## config.mk

```make
export PLATFORM = sky130hd
export DESIGN_NAME = bip_fetch_sequencer
export DESIGN_NICKNAME = d
export VERILOG_FILES = /design/src/rtl/bip_ctrl_pkg.sv /design/src/rtl/bip_pc_reg.sv /design/src/rtl/bip_fetch_sequencer.sv
export SDC_FILE = /design/constraint.sdc
export NUM_CORES = 1
export LEC_CHECK = 0
export ABC_AREA = 1
export CAP_MARGIN = 20
export CORE_UTILIZATION = 45
export DETAILED_ROUTE_END_ITERATION = 8
export GPL_TIMING_DRIVEN = 1
export MAX_ROUTING_LAYER = met4
export PLACE_DENSITY_LB_ADDON = 0.3
export SYNTH_ARGS = -nofsm -noshare
export SYNTH_HDL_FRONTEND = slang
export SYNTH_SLANG_ARGS = --single-unit
```

## constraint.sdc

```tcl
create_clock -name clk -period 1.5 [get_ports clk]
set_input_delay 0.225 -clock clk [delete_from_list [all_inputs] [get_ports clk]]
set_output_delay 0.225 -clock clk [all_outputs]
set_load 0.05 [all_outputs]
```

## src/rtl/bip_ctrl_pkg.sv

```systemverilog
// Shared types and default widths for the BIP fetch/issue control path.
package bip_ctrl_pkg;

  localparam int unsigned DEF_PC_W    = 11;
  localparam int unsigned DEF_INSTR_W = 16;
  localparam int unsigned DEF_OPC_W   = 5;

  localparam logic [DEF_OPC_W-1:0] OPC_HLT = 5'b00000;

  typedef enum logic [2:0] {
    IDLE      = 3'd0,
    FETCH     = 3'd1,
    ISSUE     = 3'd2,
    EXEC_WAIT = 3'd3,
    HALT      = 3'd4,
    PAUSE     = 3'd5
  } state_e;

endpackage

```

## src/rtl/bip_pc_reg.sv

```systemverilog
// Program counter register: advances by INCR on inc_en, flags the wrap to zero for one cycle.
module bip_pc_reg
  import bip_ctrl_pkg::*;
#(
  parameter int unsigned PC_W = DEF_PC_W,
  parameter int unsigned INCR = 1
) (
  input  logic            clk,
  input  logic            reset,
  input  logic            inc_en,
  output logic [PC_W-1:0] pc,
  output logic            wrap
);

  localparam int unsigned SUM_W = PC_W + 1;

  logic [SUM_W-1:0] sum_c;

  // Extra carry bit signals that the increment rolled past the top address.
  assign sum_c = {1'b0, pc} + SUM_W'(INCR);

  always_ff @(posedge clk or posedge reset) begin
    if (reset) begin
      pc   <= '0;
      wrap <= 1'b0;
    end else begin
      wrap <= inc_en & sum_c[PC_W];
      if (inc_en) begin
        pc <= sum_c[PC_W-1:0];
      end
    end
  end

endmodule

```

## src/rtl/bip_fetch_sequencer.sv

```systemverilog
// Fetch/issue controller for BIP: owns the PC and IR and sequences fetch, issue and execute.
// Optional single-step support (step input, PAUSE state) is enabled by BIP_SINGLE_STEP_EN.
module bip_fetch_sequencer
  import bip_ctrl_pkg::*;
#(
  parameter int unsigned PC_W    = DEF_PC_W,
  parameter int unsigned INSTR_W = DEF_INSTR_W,
  parameter int unsigned OPC_W   = DEF_OPC_W,
  parameter int unsigned INCR    = 1
) (
  input  logic               clk,
  input  logic               reset,
  input  logic               start,
  input  logic               instr_valid,
  input  logic [INSTR_W-1:0] instr_data,
  input  logic               exec_done,
`ifdef BIP_SINGLE_STEP_EN
  input  logic               step,
`endif
  output logic               fetch_req,
  output logic [PC_W-1:0]    pc_out,
  output logic [INSTR_W-1:0] ir_out,
  output logic               ir_load,
  output logic               running,
  output logic               halted,
  output logic               pc_wrap
);

  state_e state;
  state_e state_nxt;
  logic   is_hlt_c;
  logic   inc_en_c;

  assign is_hlt_c = (instr_data[INSTR_W-1 -: OPC_W] == OPC_W'(OPC_HLT));
  assign inc_en_c = (state == ISSUE);

  bip_pc_reg #(
    .PC_W (PC_W),
    .INCR (INCR)
  ) u_pc_reg (
    .clk    (clk),
    .reset  (reset),
    .inc_en (inc_en_c),
    .pc     (pc_out),
    .wrap   (pc_wrap)
  );

  // Next-state decision; each input only matters in the one state that listens to it.
  always_comb begin
    state_nxt = state;
    case (state)
      IDLE:      if (start) state_nxt = FETCH;
      FETCH:     if (instr_valid) state_nxt = is_hlt_c ? HALT : ISSUE;
      ISSUE:     state_nxt = EXEC_WAIT;
`ifdef BIP_SINGLE_STEP_EN
      EXEC_WAIT: if (exec_done) state_nxt = PAUSE;
      PAUSE:     if (step) state_nxt = FETCH;
`else
      EXEC_WAIT: if (exec_done) state_nxt = FETCH;
`endif
      HALT:      state_nxt = HALT;
      default:   state_nxt = IDLE;
    endcase
  end

  // Outputs are registered from the next state so they line up with the state they describe.
  always_ff @(posedge clk or posedge reset) begin
    if (reset) begin
      state     <= IDLE;
      ir_out    <= '0;
      fetch_req <= 1'b0;
      ir_load   <= 1'b0;
      running   <= 1'b0;
      halted    <= 1'b0;
    end else begin
      state     <= state_nxt;
      fetch_req <= (state_nxt == FETCH);
      ir_load   <= (state_nxt == ISSUE);
      running   <= (state_nxt == FETCH) || (state_nxt == ISSUE) ||
                   (state_nxt == EXEC_WAIT) || (state_nxt == PAUSE);
      halted    <= (state_nxt == HALT);
      if ((state == FETCH) && instr_valid && !is_hlt_c) begin
        ir_out <= instr_data;
      end
    end
  end

endmodule

```

Yosys cells after proc, flatten, opt, wreduce, memory -nomap -nowiden
Cells that the tools add are included.
W data, S select, Z words.
{ "classes": {"reduce_logical": 8, "add_sub_neg": 1, "n_mux": 5, "n_eq_ne": 9, "bitwise": 1} }
{ "ops": {"columns": ["op", "count"], "rows": [
  ["$pmux W3 S5", 1],
  ["$add A11 B1 Y12 const B", 1],
  ["$eq A3 B2 Y1 const B", 4],
  ["$mux W3", 4],
  ["$eq A3 B3 Y1 const B", 3],
  ["$eq A3 B1 Y1 const B", 2],
  ["$logic_not A5 Y1", 1],
  ["$logic_not A3 Y1", 1],
  ["$logic_or A1 B1 Y1", 3],
  ["$logic_and A1 B1 Y1", 2],
  ["$and A1 B1 Y1", 1],
  ["$logic_not A1 Y1", 1]
]} }
{ "word_totals": {"register_bits": 35, "inputBits": 21, "word_cells": 32} }

Depth between registers and ports, before layout
Gate-level depths: netlist of run 1.
{ "logic_depth": {"word_depth": 8, "ltp_mapped": 8, "mapped_depth_nobuf": 7} }

Hierarchy
Synthesis of run 1 repeated with hierarchy kept, for this count alone.
{ "unflattened": {"hier_cells": 172, "hier_area_um2": 1554.0} }
{ "modules_own_cells": {"columns": ["module", "cells_per_inst", "seq_area_each_um2", "n_inst", "area_each_um2"], "rows": [
  ["bip_fetch_sequencer", 103, 575.6, 1, 963.4],
  ["bip_pc_reg", 69, 300.3, 1, 590.6]
]} }

Least setup slack after synthesis of run 1
Ideal clock, no wire load.
{ "synth_path": {"path_type": "reg2reg", "start": "reg u_pc_reg.pc[0]", "end": "reg u_pc_reg.pc[5]", "arrival_time_ns": 1.348, "setup_ns": 0.114, "period_less_slack_ns": 1.461, "stages_incl_launch_ff": 6, "required_ns": 1.386, "setup_slack_ns": 0.039, "path_cell_list": "dfrtp_1 -> nand3_1 -> nor3_4 -> nand2_1 -> nand2_1 -> inv_1"} }
{ "synth_between": {"elab_chain_cells": 1} }
{ "synth_lines": {"columns": ["element", "line_no", "rtl"], "rows": [
  ["from (decl)", "bip_pc_reg.sv:11", "output logic [PC_W-1:0] pc,"],
  ["from (signal assigned)", "bip_pc_reg.sv:29", "pc <= sum_c[PC_W-1:0];"],
  ["$add A11 B1 Y12", "bip_pc_reg.sv:20", "assign sum_c = {1'b0, pc} + SUM_W'(INCR);"]
]} }
No other way between the ends.
A chain may end at the register's enable or synchronous reset.

Final worst setup path of run 1
{ "layout_path": {"start": "reg u_pc_reg.pc[5]", "end": "out pc_out[5]"} }
{ "layout_lines": {"columns": ["element", "line_no", "rtl"], "rows": [
  ["to (decl)", "bip_fetch_sequencer.sv:21", "output logic [PC_W-1:0] pc_out,"]
]} }
No word-level cell between the ends.

==> flow_summary_export.csv, run 1 <==
group,metric,value,unit
status,outcome,"complete, no violations",
clock_network,htreeDepth,2,
route,via_per_inst,4.449,
critical_path,slowest_stage,"dfrtp_1",
yosys,yosysSeqAreaShare,0.5447,
min_path,min_path_type,"input pin to asynchronous set/reset pin",
global_route,grt_max_degree,36,
global_route,grt_overflow,0,
route,vias,1259,
critical_path,r2r_start,"u_pc_reg.pc[2]",
timing,hold_viol_final,0,
pwr,total_power,0.004722,W
yosys,ys_ff_latch,35,
critical_path,worstSetupPathType,"register to primary output",
yosys,netlist_area,1608,sq um
clock_network,cts_setup_buffers,0,
route,routed_wirelength,3.119,mm
timing,skew,7.649,ps
timing,fin_crit_sh,0.8728,
clock_network,clk_pin_slew_worst_paths,100,ps
global_route,grt_use_total,0.2058,
route,dr.pass1.iters,4,
route,drtIter0Drc,38,
critical_path,rr_worst_depth,5,
place,hpwl,2.395,mm
yosys,syn_nets,196,
clock_network,clk_latency,340,ps
global_route,antenna_found_initial,0,
pwr,ir_drop,1.225,mV
critical_path,path_max_fanout,5,
timing,rsz0062_at_grt,"no",
timing,max_slew_margin,0.7964,
yosys,ys_warn_count,0,
floorplanning,num_io_pins,53,
floorplanning,die_area,3816,sq um
yosys,synth_cells,174,
critical_path,max_stage_delay,430,ps
finish,antenna_cells,0,
clock_network,cts.sinks,35,
critical_path,crit_required,1270,ps
route,drc_errors,0,
flow_run,maxCapViolCount,0,
timing,fmax,0.7638,GHz
floorplanning,core_area,3390,sq um
critical_path,worstPathCellList,"buf_4 -> buf_12",
global_route,grt_pass1_wl,5.299,mm
pwr,p_leak,1.217,nW
floorplanning,die_w,61.78,microns
route,wl_per_cell,11.02,microns
finish,drive_gt1_frac,0.2743,
timing,worst_pin_slew,304.0,ps
place,gp_congestion,0.8220,
timing,final-setup-viol-count,0,
clock_network,cts_tree,"yes",
clock_network,cts_buffers,5,
critical_path,crit_arrival,1080,ps
yosys,syn_avg_cell_area,9.240,sq um
timing,period_minus_slack,1309,ps
floorplanning,die_y,61.78,microns
global_route,grt_pass1_vias,1241,
clock_network,cts_buffer_depth,2,
finish,num-nets-final,258,
clock_network,holdBufCountCts,0,
critical_path,crit_family,"flip-flops",
timing,tns,0,ps
finish,syn_to_final_growth,45.84,%
critical_path,reg2reg_slack,200,ps
critical_path,cp-end-kind,"primary output",
finish,final_util,0.6918,
critical_path,startpoint_type,"register",
floorplanning,initial_core_util,0.4743,
place,io_buffers,52,
yosys,synth.distinct_cells,27,
critical_path,worstReg2RegEnd,"u_pc_reg.pc[5]",
floorplanning,std_cell_rows,21,
clock_network,root_buffer,"clkbuf_4",
route,antenna_left,0,
clock_network,cts_resized,0,
critical_path,crit_buf_inv,2,
pwr,powerDensity,2014,nW/um^2
timing,drv_slew,0,
==> layer usage <==
layer,vias up,wire length [microns],global-route usage
met3,10,133,0.05383
li1,653,-,-
met2,34,1532,0.3272
met1,562,1371,0.2345
met4,0,82,0.1206
met5,-,0,-
==> power breakdown <==
group,total (W),internal (W),switching [W]
registers,0.00154,0.00127,0.000270
logic,0.00248,0.000847,0.00163
clock network,0.000701,0.000394,0.000307
==> registers in the layout (all words and copies together) (netlist names) <==
register / count
fetch_req: 1
halted: 1
ir_load: 1
ir_out: 16
running: 1
state: 3
u_pc_reg.pc: 11
u_pc_reg.wrap: 1
==> cell usage in the layout, fill, tap and decap left out, types with 4 or more instances in the layout <==
| master | count |
|---|---|
| buf_12 | 12 |
| buf_4 | 26 |
| clkbuf_4 | 5 |
| clkdlybuf4s50_1 | 20 |
| dfrtp_1 | 35 |
| inv_1 | 24 |
| nand2_1 | 65 |
| nand2_2 | 4 |
| nand4_1 | 5 |
| nor2_1 | 6 |
| xor2_1 | 4 |
==> logic make-up after synthesis <==
family,after synthesis,synth area share
and+or+nand+nor,93,0.2817
buffers and inverters,30,0.09106
DFF,35,0.5447
xor gates and xnor gates,5,0.02724
AOI/OAI and AO/OA,10,0.04747
adders and majority gates,1,0.007781
==> worst max path at each step <==
stage,from,endpoint,slack (ps),cells after the start
6_report,u_pc_reg.pc[5],pc_out[5],190,2
5_1_grt,state[0],u_pc_reg.pc[5],110,6
4_1_cts,u_pc_reg.pc[5],pc_out[5],180,2
3_5_place_dp,instr_data[15],ir_out[1],-7,7
3_3_place_gp,instr_valid,ir_out[0],50,7
2_1_floorplan,u_pc_reg.pc[0],u_pc_reg.pc[5],40,5
==> worst register-to-register path: stages, from the launching register on <==
cell and delay (ps):
dfrtp_1 460, nand3_1 210, nor3_4 250, nand2_1 140, nand2_1 100, inv_1 40
==> synth_stat cells, drive strengths merged <==
master	count	share of area
nand4	5	0.019
xnor2	1	0.0054
o21a	2	0.0093
dfrtp	35	0.54
o211ai	1	0.0047
inv	27	0.065
nand3	7	0.044
buf	3	0.026
nand2	69	0.17
ha	1	0.0078
nor3	3	0.019
o21ai	7	0.033
xor2	4	0.022
nor2	9	0.032
==> layout make-up <==
| class | instances | area (sq um) |
|---|---|---|
| fillers | 261 | 1045 |
| flip-flops and latches | 35 | 875.8 |
| repair buffers | 58 | 635.6 |
| multi-input cells | 109 | 585.6 |
| inverters | 27 | 103.9 |
| well taps | 46 | 57.56 |
| clock buffers | 6 | 51.30 |
| clock inverters | 2 | 35.03 |
==> metrics by stage <==
stage          instances  cell area [sq um]  hold WS, ps  setup slack (ps)
6_report             283               2345        209.7             190.8
5_1_grt              283               2345        237.9             105.4
4_1_cts              283               2345        208.5             175.8
3_5_place_dp         275               2258        466.6            -7.400
3_3_place_gp         275               2258        466.2             48.47
2_1_floorplan        174               1608        328.9             38.73
(Power assumes the default switching activity.)
==> run 2, diff against run 1 <==
- HOLD_SLACK_MARGIN: not set -> 0.05
==> results of run 2 <==
The final DEF is identical to that of run 1; final timing and power are the same.
==> run 3, diff against run 2 <==
==> constraint.sdc (replaced) <==
create_clock -name clk -period 1.5 [get_ports clk]
set_input_delay 0.15 -clock clk [delete_from_list [all_inputs] [get_ports clk]]
set_output_delay 0.15 -clock clk [all_outputs]
set_load 0.1 [all_outputs]
==> run 3 against run 2 <==
Net effect:
- final area rose by 9.4%
- critical path depth rose by 4
- critical endpoint is now u_pc_reg.pc[8]
- cell count fell by 1.1%
- largest cell class unchanged
- via count rose by 1.6%
==> flow_summary_export.csv, run 3 (synthesized netlist as in run 1, its figures left out) <==
group,metric,value,unit
critical_path,reg2reg_slack,220,ps
place,dpl_cell_area,2512,sq um
route,drtIter0Drc,61,
route,wl_per_cell,12.21,microns
global_route,grt_pass1_wl,5.740,mm
timing,rsz0062_at_grt,"no",
finish,fin_area,2565,sq um
global_route,grt_max_degree,36,
finish,largest_reg_flops,16,
clock_network,clk_pin_slew_worst_paths,120,ps
flow_run,maxCapViolCount,0,
route,routed_wirelength,3.420,mm
clock_network,cts_buffers,5,
place,io_buffers,52,
finish,top_register,"ir_out",
floorplanning,std_cell_rows,21,
critical_path,r2r_start,"u_pc_reg.pc[0]",
timing,max_slew_margin,0.7840,
critical_path,crit_required,1730,ps
finish,largestRegisters,"ir_out: 16 flops, u_pc_reg.pc: 11 flops, state: 3 flops",
clock_network,clk_latency,350,ps
finish,syn_to_final_growth,59.53,%
timing,worst_pin_slew,322.6,ps
clock_network,root_buffer,"clkbuf_4",
route,antenna_left,0,
timing,fin_crit_sh,0.8539,
route,drc_errors,0,
finish,final_common_cell,"nand2_1",
clock_network,cts.sinks,35,
floorplanning,die_area,3816,sq um
critical_path,startpoint_type,"register",
floorplanning,num_io_pins,53,
route,via_per_inst,4.568,
clock_network,cts_setup_buffers,0,
status,outcome,"complete, no violations",
critical_path,cp-end-kind,"register",
critical_path,worstSetupPathType,"register to register",
min_path,min_path_type,"input pin to asynchronous set/reset pin",
finish,antenna_cells,0,
global_route,grt_use_total,0.2232,
clock_network,cts_resized,0,
floorplanning,initial_core_util,0.4743,
timing,fmax,0.7807,GHz
clock_network,cts_tree,"yes",
route,dr.pass1.iters,4,
route,vias,1279,
floorplanning,die_y,61.78,microns
timing,tns,0,ps
timing,final-setup-viol-count,0,
timing,hold_viol_final,0,
place,gp_congestion,0.8226,
clock_network,htreeDepth,2,
global_route,grt_overflow,0,
finish,num-fill-cells,244,
critical_path,crit_arrival,1510,ps
finish,final_cell_mix,"65 x nand2_1, 33 x buf_12, 26 x dfrtp_1",
timing,skew,25.84,ps
finish,drive_gt1_frac,0.2949,
timing,period_minus_slack,1281,ps
global_route,grt_pass1_vias,1296,
place,hpwl,2.731,mm
finish,num-nets-final,255,
global_route,antenna_found_initial,0,
timing,drv_slew,0,
floorplanning,die_w,61.78,microns
critical_path,path_max_fanout,4,
clock_network,holdBufCountCts,0,
critical_path,cp-startpoint,"u_pc_reg.pc[0]",
clock_network,cts_buffer_depth,2,
floorplanning,core_area,3390,sq um
## run 3: cell count changes in the layout (fill, tap and decap cells not counted), moves of 2 or more
cell / previous run / this run
buf_12: 12 / 33
buf_4: 26 / 2
clkbuf_1: 0 / 2
dfrtp_1: 35 / 26
dfrtp_2: 0 / 8
## run 3: path summary, 6_finish.rpt
check | end | cells after the start
max reg2reg | u_pc_reg.pc[8] | 6
min reg2reg | u_pc_reg.pc[6] | 1
max | u_pc_reg.pc[8] | 6
min | ir_out[7] | 3
max in group asynchronous | u_pc_reg.pc[8] | 3
min in group clk | ir_out[2] | 3
## run 3: area by class of cell
cell class | instances | area (sq um) | share of cell area
clock buffer | 7 | 45.04 | 0.01756
clock inverter | 1 | 7.507 | 0.002927
inverter | 27 | 103.9 | 0.04049
multi-input combinational | 109 | 585.6 | 0.2283
sequential | 35 | 889.6 | 0.3468
tap | 46 | 57.56 | 0.02244
timing repair buffer | 55 | 875.8 | 0.3415
## run 3: critical path: stages (launching register included)
cell     delay (ps)
dfrtp_4         470
ha_1            220
nand3_2         150
nor2_4          150
nand2_1          70
nand2_1          60
nand2_1          50
## run 3: routing by layer
metal | up-vias | track usage | wire length, microns
li1 | 649 | - | -
met1 | 591 | 0.2654 | 1423
met2 | 33 | 0.3564 | 1778
met3 | 6 | 0.07453 | 164
met4 | 0 | 0.07619 | 54
met5 | - | - | 0
## run 3: stage by stage
stage	hold slack (ps)	setup WS, ps	util	cells
global route	141.8	127.1	0.7567	280
finish	120.0	219.1	0.7567	280
detailed placement	514.0	77.98	0.7412	272
global placement	515.8	122.1	0.7412	272
CTS	128.2	204.2	0.7567	280
floorplan	253.9	6.863	-	174
Power of run 3 is left out: the tool's default activity adds up to more than one toggle a clock period on the data nets, which glitch-free logic cannot reach.
